## src/rtl/button_conditioner_pkg.sv

```systemverilog
// rtl/button_conditioner_pkg.sv - shared types and sizing helpers for the button conditioner
package button_conditioner_pkg;

  typedef enum logic [1:0] {
    IDLE_LO = 2'd0,
    WAIT_HI = 2'd1,
    IDLE_HI = 2'd2,
    WAIT_LO = 2'd3
  } deb_state_t;

  localparam int SYNC_STAGES = 2;

  // One spare bit so the terminal count n-1 always fits without wrapping.
  function automatic int cnt_width(input int n);
    return $clog2(n) + 1;
  endfunction

endpackage

```

## src/rtl/debounce_channel.sv

```systemverilog
// rtl/debounce_channel.sv - one channel: 2-flop synchronizer, debounce FSM, level and edge pulses
module debounce_channel
  import button_conditioner_pkg::*;
#(
  parameter int DEBOUNCE_CYCLES = 500000
) (
  input  logic clk_i,
  input  logic rst_ni,
  input  logic raw_i,
  output logic level_o,
  output logic rise_o,
  output logic fall_o,
  output logic idle_hi_o
);

  localparam int               CW       = cnt_width(DEBOUNCE_CYCLES);
  localparam logic [CW-1:0]    CNT_LAST = CW'(DEBOUNCE_CYCLES - 1);

  logic [SYNC_STAGES-1:0] sync_q;
  logic                   s;
  deb_state_t             state_q, state_d;
  logic [CW-1:0]          cnt_q, cnt_d;
  logic                   level_q, level_d;
  logic                   rise_q, rise_d;
  logic                   fall_q, fall_d;

  assign s = sync_q[SYNC_STAGES-1];

  always_ff @(posedge clk_i or negedge rst_ni) begin
    if (!rst_ni) begin
      sync_q  <= '0;
      state_q <= IDLE_LO;
      cnt_q   <= '0;
      level_q <= 1'b0;
      rise_q  <= 1'b0;
      fall_q  <= 1'b0;
    end else begin
      sync_q  <= {sync_q[SYNC_STAGES-2:0], raw_i};
      state_q <= state_d;
      cnt_q   <= cnt_d;
      level_q <= level_d;
      rise_q  <= rise_d;
      fall_q  <= fall_d;
    end
  end

  // The sample that leaves an IDLE state already counts as the first stable cycle.
  always_comb begin
    state_d = state_q;
    cnt_d   = cnt_q;
    level_d = level_q;
    rise_d  = 1'b0;
    fall_d  = 1'b0;
    case (state_q)
      IDLE_LO: begin
        if (s) begin
          state_d = WAIT_HI;
          cnt_d   = CW'(1);
        end
      end
      WAIT_HI: begin
        if (!s) begin
          state_d = IDLE_LO;
          cnt_d   = '0;
        end else if (cnt_q == CNT_LAST) begin
          state_d = IDLE_HI;
          cnt_d   = '0;
          level_d = 1'b1;
          rise_d  = 1'b1;
        end else begin
          cnt_d = cnt_q + CW'(1);
        end
      end
      IDLE_HI: begin
        if (!s) begin
          state_d = WAIT_LO;
          cnt_d   = CW'(1);
        end
      end
      WAIT_LO: begin
        if (s) begin
          state_d = IDLE_HI;
          cnt_d   = '0;
        end else if (cnt_q == CNT_LAST) begin
          state_d = IDLE_LO;
          cnt_d   = '0;
          level_d = 1'b0;
          fall_d  = 1'b1;
        end else begin
          cnt_d = cnt_q + CW'(1);
        end
      end
      default: begin
        state_d = IDLE_LO;
        cnt_d   = '0;
      end
    endcase
  end

  assign level_o   = level_q;
  assign rise_o    = rise_q;
  assign fall_o    = fall_q;
  assign idle_hi_o = (state_q == IDLE_HI);

endmodule

```

## src/rtl/button_conditioner.sv

```systemverilog
// rtl/button_conditioner.sv - debounced buttons and switch; BUTTON_CONDITIONER_AUTOREPEAT_EN adds press auto-repeat
module button_conditioner
  import button_conditioner_pkg::*;
#(
  parameter int NUM_BTN         = 3,
  parameter int BTN_ACTIVE_LOW  = 1,
  parameter int DEBOUNCE_CYCLES = 500000,
  parameter int REPEAT_DELAY    = 25000000,
  parameter int REPEAT_PERIOD   = 10000000
) (
  input  logic               clk_clk,
  input  logic               reset_reset_n,
  input  logic [NUM_BTN-1:0] keys_raw,
  input  logic               chave_raw,
  output logic [NUM_BTN-1:0] btn_level,
  output logic [NUM_BTN-1:0] btn_press,
  output logic [NUM_BTN-1:0] btn_release,
  output logic               chave_level
);

  if (DEBOUNCE_CYCLES < 2 || REPEAT_PERIOD < 1 || REPEAT_PERIOD > REPEAT_DELAY) begin : g_bad_cfg
    $error("button_conditioner: illegal debounce/repeat configuration");
  end

  logic [NUM_BTN-1:0] keys_norm;
  logic [NUM_BTN-1:0] btn_rise;
  logic [NUM_BTN-1:0] btn_idle_hi;
  logic               chave_rise_unused;
  logic               chave_fall_unused;
  logic               chave_idle_hi_unused;

  assign keys_norm = (BTN_ACTIVE_LOW != 0) ? ~keys_raw : keys_raw;

  for (genvar i = 0; i < NUM_BTN; i++) begin : g_btn
    debounce_channel #(
      .DEBOUNCE_CYCLES(DEBOUNCE_CYCLES)
    ) u_deb (
      .clk_i    (clk_clk),
      .rst_ni   (reset_reset_n),
      .raw_i    (keys_norm[i]),
      .level_o  (btn_level[i]),
      .rise_o   (btn_rise[i]),
      .fall_o   (btn_release[i]),
      .idle_hi_o(btn_idle_hi[i])
    );
  end

  debounce_channel #(
    .DEBOUNCE_CYCLES(DEBOUNCE_CYCLES)
  ) u_deb_chave (
    .clk_i    (clk_clk),
    .rst_ni   (reset_reset_n),
    .raw_i    (chave_raw),
    .level_o  (chave_level),
    .rise_o   (chave_rise_unused),
    .fall_o   (chave_fall_unused),
    .idle_hi_o(chave_idle_hi_unused)
  );

`ifdef BUTTON_CONDITIONER_AUTOREPEAT_EN
  localparam int            HW        = cnt_width(REPEAT_DELAY);
  localparam logic [HW-1:0] HOLD_LAST = HW'(REPEAT_DELAY - 1);
  localparam logic [HW-1:0] HOLD_RELOAD = HW'(REPEAT_DELAY - REPEAT_PERIOD);

  logic [HW-1:0]      hold_q [NUM_BTN];
  logic [HW-1:0]      hold_d [NUM_BTN];
  logic [NUM_BTN-1:0] rep_q, rep_d;

  // Reloading to DELAY-PERIOD makes every later repeat land PERIOD cycles apart.
  always_comb begin
    for (int i = 0; i < NUM_BTN; i++) begin
      hold_d[i] = '0;
      rep_d[i]  = 1'b0;
      if (btn_idle_hi[i]) begin
        if (hold_q[i] == HOLD_LAST) begin
          rep_d[i]  = 1'b1;
          hold_d[i] = HOLD_RELOAD;
        end else begin
          hold_d[i] = hold_q[i] + HW'(1);
        end
      end
    end
  end

  always_ff @(posedge clk_clk or negedge reset_reset_n) begin
    if (!reset_reset_n) begin
      for (int i = 0; i < NUM_BTN; i++) hold_q[i] <= '0;
      rep_q <= '0;
    end else begin
      for (int i = 0; i < NUM_BTN; i++) hold_q[i] <= hold_d[i];
      rep_q <= rep_d;
    end
  end

  assign btn_press = btn_rise | rep_q;
`else
  logic unused_idle_hi;
  assign unused_idle_hi = ^btn_idle_hi;
  assign btn_press      = btn_rise;
`endif

endmodule

```

## config.mk

```make
export PLATFORM = sky130hd
export DESIGN_NAME = button_conditioner
export DESIGN_NICKNAME = d
export VERILOG_FILES = /design/src/rtl/button_conditioner_pkg.sv /design/src/rtl/debounce_channel.sv /design/src/rtl/button_conditioner.sv
export SDC_FILE = /design/constraint.sdc
export NUM_CORES = 1
export LEC_CHECK = 0
export BUFFER_PORTS_ARGS = -buffer_cell sky130_fd_sc_hd__buf_4
export CORE_UTILIZATION = 55
export DETAILED_ROUTE_END_ITERATION = 6
export PLACE_DENSITY = 0.73
export SLEW_MARGIN = 10
export SYNTH_ARGS = -nofsm -noshare
export SYNTH_HDL_FRONTEND = slang
export SYNTH_SLANG_ARGS = --single-unit
```

## constraint.sdc

```tcl
create_clock -name clk_clk -period 2.5 [get_ports clk_clk]
set_input_delay 0.375 -clock clk_clk [delete_from_list [all_inputs] [get_ports clk_clk]]
set_output_delay 0.375 -clock clk_clk [all_outputs]
set_load 0.1 [all_outputs]
```

---- Yosys cells after proc, flatten, opt, wreduce, memory -nomap -nowiden ----
Cells that the tools add are included.
operators by class
  divide/modulo/power cells ............... 0
  mux-type cells .......................... 87
  multiply operators ...................... 0
  reductions and logical operators ........ 20
  order comparisons ....................... 0
  equality and inequality tests ........... 48
  bitwise operators ....................... 1
  shifts and indexed selects .............. 0
  add/subtract/negate cells ............... 4
operators with widths
  operator                                                count
  two-way mux 20 bit                                      20
  case mux 20 bit (4 select lines)                        4
  adder 20 x 1 -> 20 bit (second input constant)          4
  equality test 20 x 19 -> 1 bit (second input constant)  4
  two-way mux 2 bit                                       24
  != test 2 x 1 -> 1 bit (second input constant)          16
  case mux 2 bit (4 select lines)                         4
  two-way mux 1 bit                                       31
  AND reduction 5 bit                                     4
  equality test 2 bit (second input constant)             8
  != test 2 bit (second input constant)                   8
  AND reduction 4 bit                                     4
  != test 3 x 1 -> 1 bit (second input constant)          4
  != test 3 bit (second input constant)                   4
  equality test 2 x 1 -> 1 bit (second input constant)    4
  zero test 2 bit                                         4
  case mux 1 bit (2 select lines)                         4
  AND reduction 2 bit                                     4
  nonzero test 2 bit                                      4
  inverter 3 bit                                          1
word-level totals
  bits in read-only memories .............. 0
  output and inout bits ................... 10
  logic and storage cells ................. 182
  memory bits (writable) .................. 0
  memories ................................ 0
  bits in latches ......................... 0
  input port bits ......................... 6
  register bits ........................... 106

---- Logic depth before layout (Yosys ltp) ----
  depth in word-level cells ............... 4
  depth in mapped cells ................... 8
  gate-level depth less buffers ........... 6

---- Hierarchy ----
From an unflattened synthesis, not the netlist that was laid out.
unflattened totals
  cell total of the unflattened synthesis .. 584
  area total of the unflattened synthesis .. 5708.0 um^2
by module, submodules not included
  module                                 area each (um^2)  instances  sequential area each (um^2)  cells an instance
  debounce_channel (g_btn[0].u_deb ...)  1413.9            3          675.6                        142
  debounce_channel (u_deb_chave)         1455.1            1          675.6                        155
  button_conditioner                     11.3              1          0.0                          3

---- Worst setup path before layout ----
No wires, ideal clock.
  path kind ............................... register to register
  from .................................... register u_deb_chave.cnt_q[0]
  to ...................................... register u_deb_chave.cnt_q[12]
  period minus slack after synthesis ...... 1.889 ns
  path slack .............................. 0.611 ns
  data arrival time ....................... 1.807 ns
  setup time .............................. 0.082 ns
  cell stages (with the launch flop) ...... 8
  required time ........................... 2.418 ns
  path buffers ............................ 1
  cells stage by stage .................... dfrtp_1 > ha_1 > and4_1 > and4_1 > a21oi_2 > buf_2 > o21ai_0 > a31oi_1
on the way
  word-level cells in the longest chain between the ends .. 4
  elaborated cells between the ends (all ways) .. 6
  those cells by class .................... 1 x add/sub; 1 x eq/ne; 4 x mux
ends and longest elaborated chain
  element                                                                   line                                            text
  from (decl)                                                               debounce_channel.sv:22                          logic [CW-1:0] cnt_q, cnt_d;
  from (signal assigned)                                                    debounce_channel.sv:40                          cnt_q <= cnt_d;
  adder 20 x 1 -> 20 bit or equality test 20 x 19 -> 1 bit (tied branches)  --
  two-way mux 20 bit (*)                                                    debounce_channel.sv:65, debounce_channel.sv:84
  two-way mux 20 bit, on equally long branches                              debounce_channel.sv:81, debounce_channel.sv:62
  case mux 20 bit (4 select lines) (*)                                      debounce_channel.sv:54                          case (state_q)
Mark *: on every way between the ends. The rest lies on a longest branch, timed or not.
A chain may end at the register's enable or synchronous reset.

---- Final worst setup path ----
  from .................................... register g_btn[0].u_deb.cnt_q[0]
  to ...................................... register g_btn[0].u_deb.cnt_q[10]
on the way
  word-level cells in the longest chain between the ends .. 4
  elaborated cells between the ends (all ways) .. 6
  those cells by class .................... 1 x add/sub; 1 x eq/ne; 4 x mux
ends and longest elaborated chain
  element                                                                   line
  from (decl)                                                               debounce_channel.sv:22
  from (signal assigned)                                                    debounce_channel.sv:40
  adder 20 x 1 -> 20 bit or equality test 20 x 19 -> 1 bit (tied branches)  --
  two-way mux 20 bit (*)                                                    debounce_channel.sv:65, debounce_channel.sv:84
  two-way mux 20 bit, on equally long branches                              debounce_channel.sv:81, debounce_channel.sv:62
  case mux 20 bit (4 select lines) (*)                                      debounce_channel.sv:54
Marks and branches as above.

==> results.cfg <==
[yosys]
synth_warnings = 0
synthCells = 601
syn_area_um2 = 5610
synth_edf_count = 0
ys_types = 61
yosysTopAreaCell = dfrtp_1
yosys-top-cells-area = dfrtp_1 (47%), a31oi_1 (5.1%), a21oi_1 (3.7%)
avgSynthCellArea_um2 = 9.34
synth_top_area_frac = 0.472
yosysSeqAreaShare = 0.472
async_flop_share = 1.00
synth_flop_cell = dfrtp_1
synth_fp_nets = 611
synth_seq_cells = 106

[sta]
fin_crit_sh = 0.845
rsz0062_at_grt = false
fin_worst_skew_ps = 6.65
setup_viol = 0
fmax_mhz = 473
relSlewSlack = 0.587
min_period_ps = 2110
hold_viol = 0
setup_tns_ps = 0
worstMarginPinSlew_ps = 617
finalMaxSlewViolations = 0

[final_layout]
diodes = 0
final_cell_mix = dfrtp_1 (106), nand2_1 (56), a31oi_1 (46)
nFillCells = 850
drive_gt1_frac = 0.0962
syn_to_final_growth_pct = 6.42
final_common_cell = dfrtp_1
fin_nets = 618

[pwr]
power_density_nw_per_um2 = 498
power.total_w = 0.00298
peakVddDrop_mv = 0.332
p_leak_nw = 2.53

[floorplanning]
core_area_um2 = 9820
rows = 36
die_w_um = 103
fp.dieH_um = 103
io_pins = 16
die_area_um2 = 10600
start_util = 0.572

[status]
outcome = finished clean

[routing]
vias = 4635
wl_um = 11300
drc_errors = 0
wl_per_cell_um = 15.2
drt_iter0_markers = 189
ant_nets = 0
dr.pass1.iters = 5
viasPerCell = 6.21

[global_route]
grt_max_degree = 50
grt_pass1_vias = 4285
grt_overflow_total = 0
grt_pass1_wl_um = 19500
antenna_found_initial = 0
grt_use_total = 0.234

[critical_path]
cp.arrival_ps = 2420
start_kind = flip-flop
cp-end-kind = flip-flop
crit_required_ps = 2800
crit_fanout = 7
crit_type = flip-flop to flip-flop

[placed_design]
hpwlAfterDp_um = 7750
io_buffers = 15
place.gp.congestion = 0.876

[clock_network]
cts_root_buf = clkbuf_8
clkSinkCount = 106
cts_max_level = 3
cts.clk_slew.worst_paths_ps = 100
clk_latency_ps = 370
cts_tree = built
clockBufferDepth = 2
cts_buffers = 9
post_cts_buffers = 0

[worst_hold_path]
hold_path.class = input port to flip-flop

[run]
maxCapViolCount = 0
## state kept, by name, indices dropped and copies added, names as in the netlist, named ones only
| signal | flops |
|---|---|
| g_btn.u_deb.cnt_q | 60 |
| u_deb_chave.cnt_q | 20 |
| g_btn.u_deb.sync_q | 6 |
| g_btn.u_deb.fall_o | 3 |
| g_btn.u_deb.level_o | 3 |
| g_btn.u_deb.rise_o | 3 |
| g_btn.u_deb.state_q | 3 |
| u_deb_chave.sync_q | 2 |
| u_deb_chave.level_o | 1 |
| u_deb_chave.state_q | 1 |
## Yosys cell counts (all sizes together), types with 3 or more instances
cell type	number
ha	4
and4	11
a41oi	11
or2	4
and3	8
buf	24
nor4b	4
or4	3
mux2i	4
a31oi	46
dfrtp	106
nand2	56
or3	4
nand4	22
a22o	7
or4b	3
o21ai	34
nor3	18
xor2	8
a21o	14
clkbuf	7
nand2b	9
inv	25
and2	10
nor2	36
nand3	42
a21oi	46
nor4	5
## per-stage QoR
stage	utilization	std cells	area, um^2	hold WS (ps)	worst slack [ps]
final	0.608	746	5970	121	387
after global routing	0.608	746	5970	91.9	179
after CTS	0.608	746	5970	102	395
after detailed placement	0.590	729	5790	339	415
after global placement	0.590	729	5790	335	462
after floorplan	-	601	5610	79.4	611
## area by class of cell
class | instances | area [um^2] | share of cell area
clock inverters | 6 | 43.8 | 0.00733
clock buffers | 10 | 128 | 0.0214
repair buffers | 27 | 218 | 0.0364
well taps | 133 | 166 | 0.0279
inverters | 25 | 93.8 | 0.0157
flip-flops and latches | 106 | 2650 | 0.444
multi-input cells | 439 | 2670 | 0.447
## critical path: stages (launching register included)
cell	delay, ps
dfrtp_1	450
ha_1	240
nand4_1	240
nor2_1	460
nand2_1	160
or4_1	420
nand3_1	90
## logic make-up (layout without fill, tap and decap cells)
| kind of cell | after synthesis | in the layout | synth area share |
|---|---|---|---|
| simple gates | 240 | 240 | 0.236 |
| compound gates | 181 | 181 | 0.207 |
| flops | 106 | 106 | 0.472 |
| buf+inv | 56 | 68 | 0.0515 |
| xor+xnor | 9 | 9 | 0.0154 |
| mux | 5 | 5 | 0.00914 |
| fa+ha+maj | 4 | 4 | 0.00891 |
## path summary, 6_finish.rpt
kind | from | to | slack, ps | cells past startpoint
hold reg to reg | g_btn[2].u_deb.sync_q[0]$_DFF_PN0_ | g_btn[2].u_deb.sync_q[1]$_DFF_PN0_ | 360 | 0
min in group asynchronous | reset_reset_n | g_btn[0].u_deb.cnt_q[0]$_DFFE_PN0P_ | 530 | 2
setup reg to reg | g_btn[0].u_deb.cnt_q[0]$_DFFE_PN0P_ | g_btn[0].u_deb.cnt_q[10]$_DFFE_PN0P_ | 390 | 6
setup / recovery | g_btn[0].u_deb.cnt_q[0]$_DFFE_PN0P_ | g_btn[0].u_deb.cnt_q[10]$_DFFE_PN0P_ | 390 | 6
hold / removal | chave_raw | u_deb_chave.sync_q[0]$_DFF_PN0_ | 120 | 1
max in group asynchronous | reset_reset_n | g_btn[2].u_deb.cnt_q[18]$_DFFE_PN0P_ | 1290 | 3
## repair_timing
| action | 4_1_cts | 5_1_grt |
|---|---|---|
| resized for setup | 0 | 0 |
| endpoints found under the hold margin | 39 | 0 |
| hold buffers | 1 | 0 |
| endpoints found under the setup margin | 0 | 0 |
## layer usage
layer	global-route usage	wire length, um	up-vias
met5	0	0	-
met4	0.0769	119	0
met3	0.0529	402	13
met2	0.384	5490	94
met1	0.309	5330	2263
li1	-	-	2265
## where the power goes
part | switching [W] | internal (W) | leakage, nW
Combinational | 0.000142 | 0.0000820 | 1.01
Clock | 0.000579 | 0.000362 | 0.0745
Sequential | 0.0000584 | 0.00175 | 1.44
(Power assumes the default switching activity.)
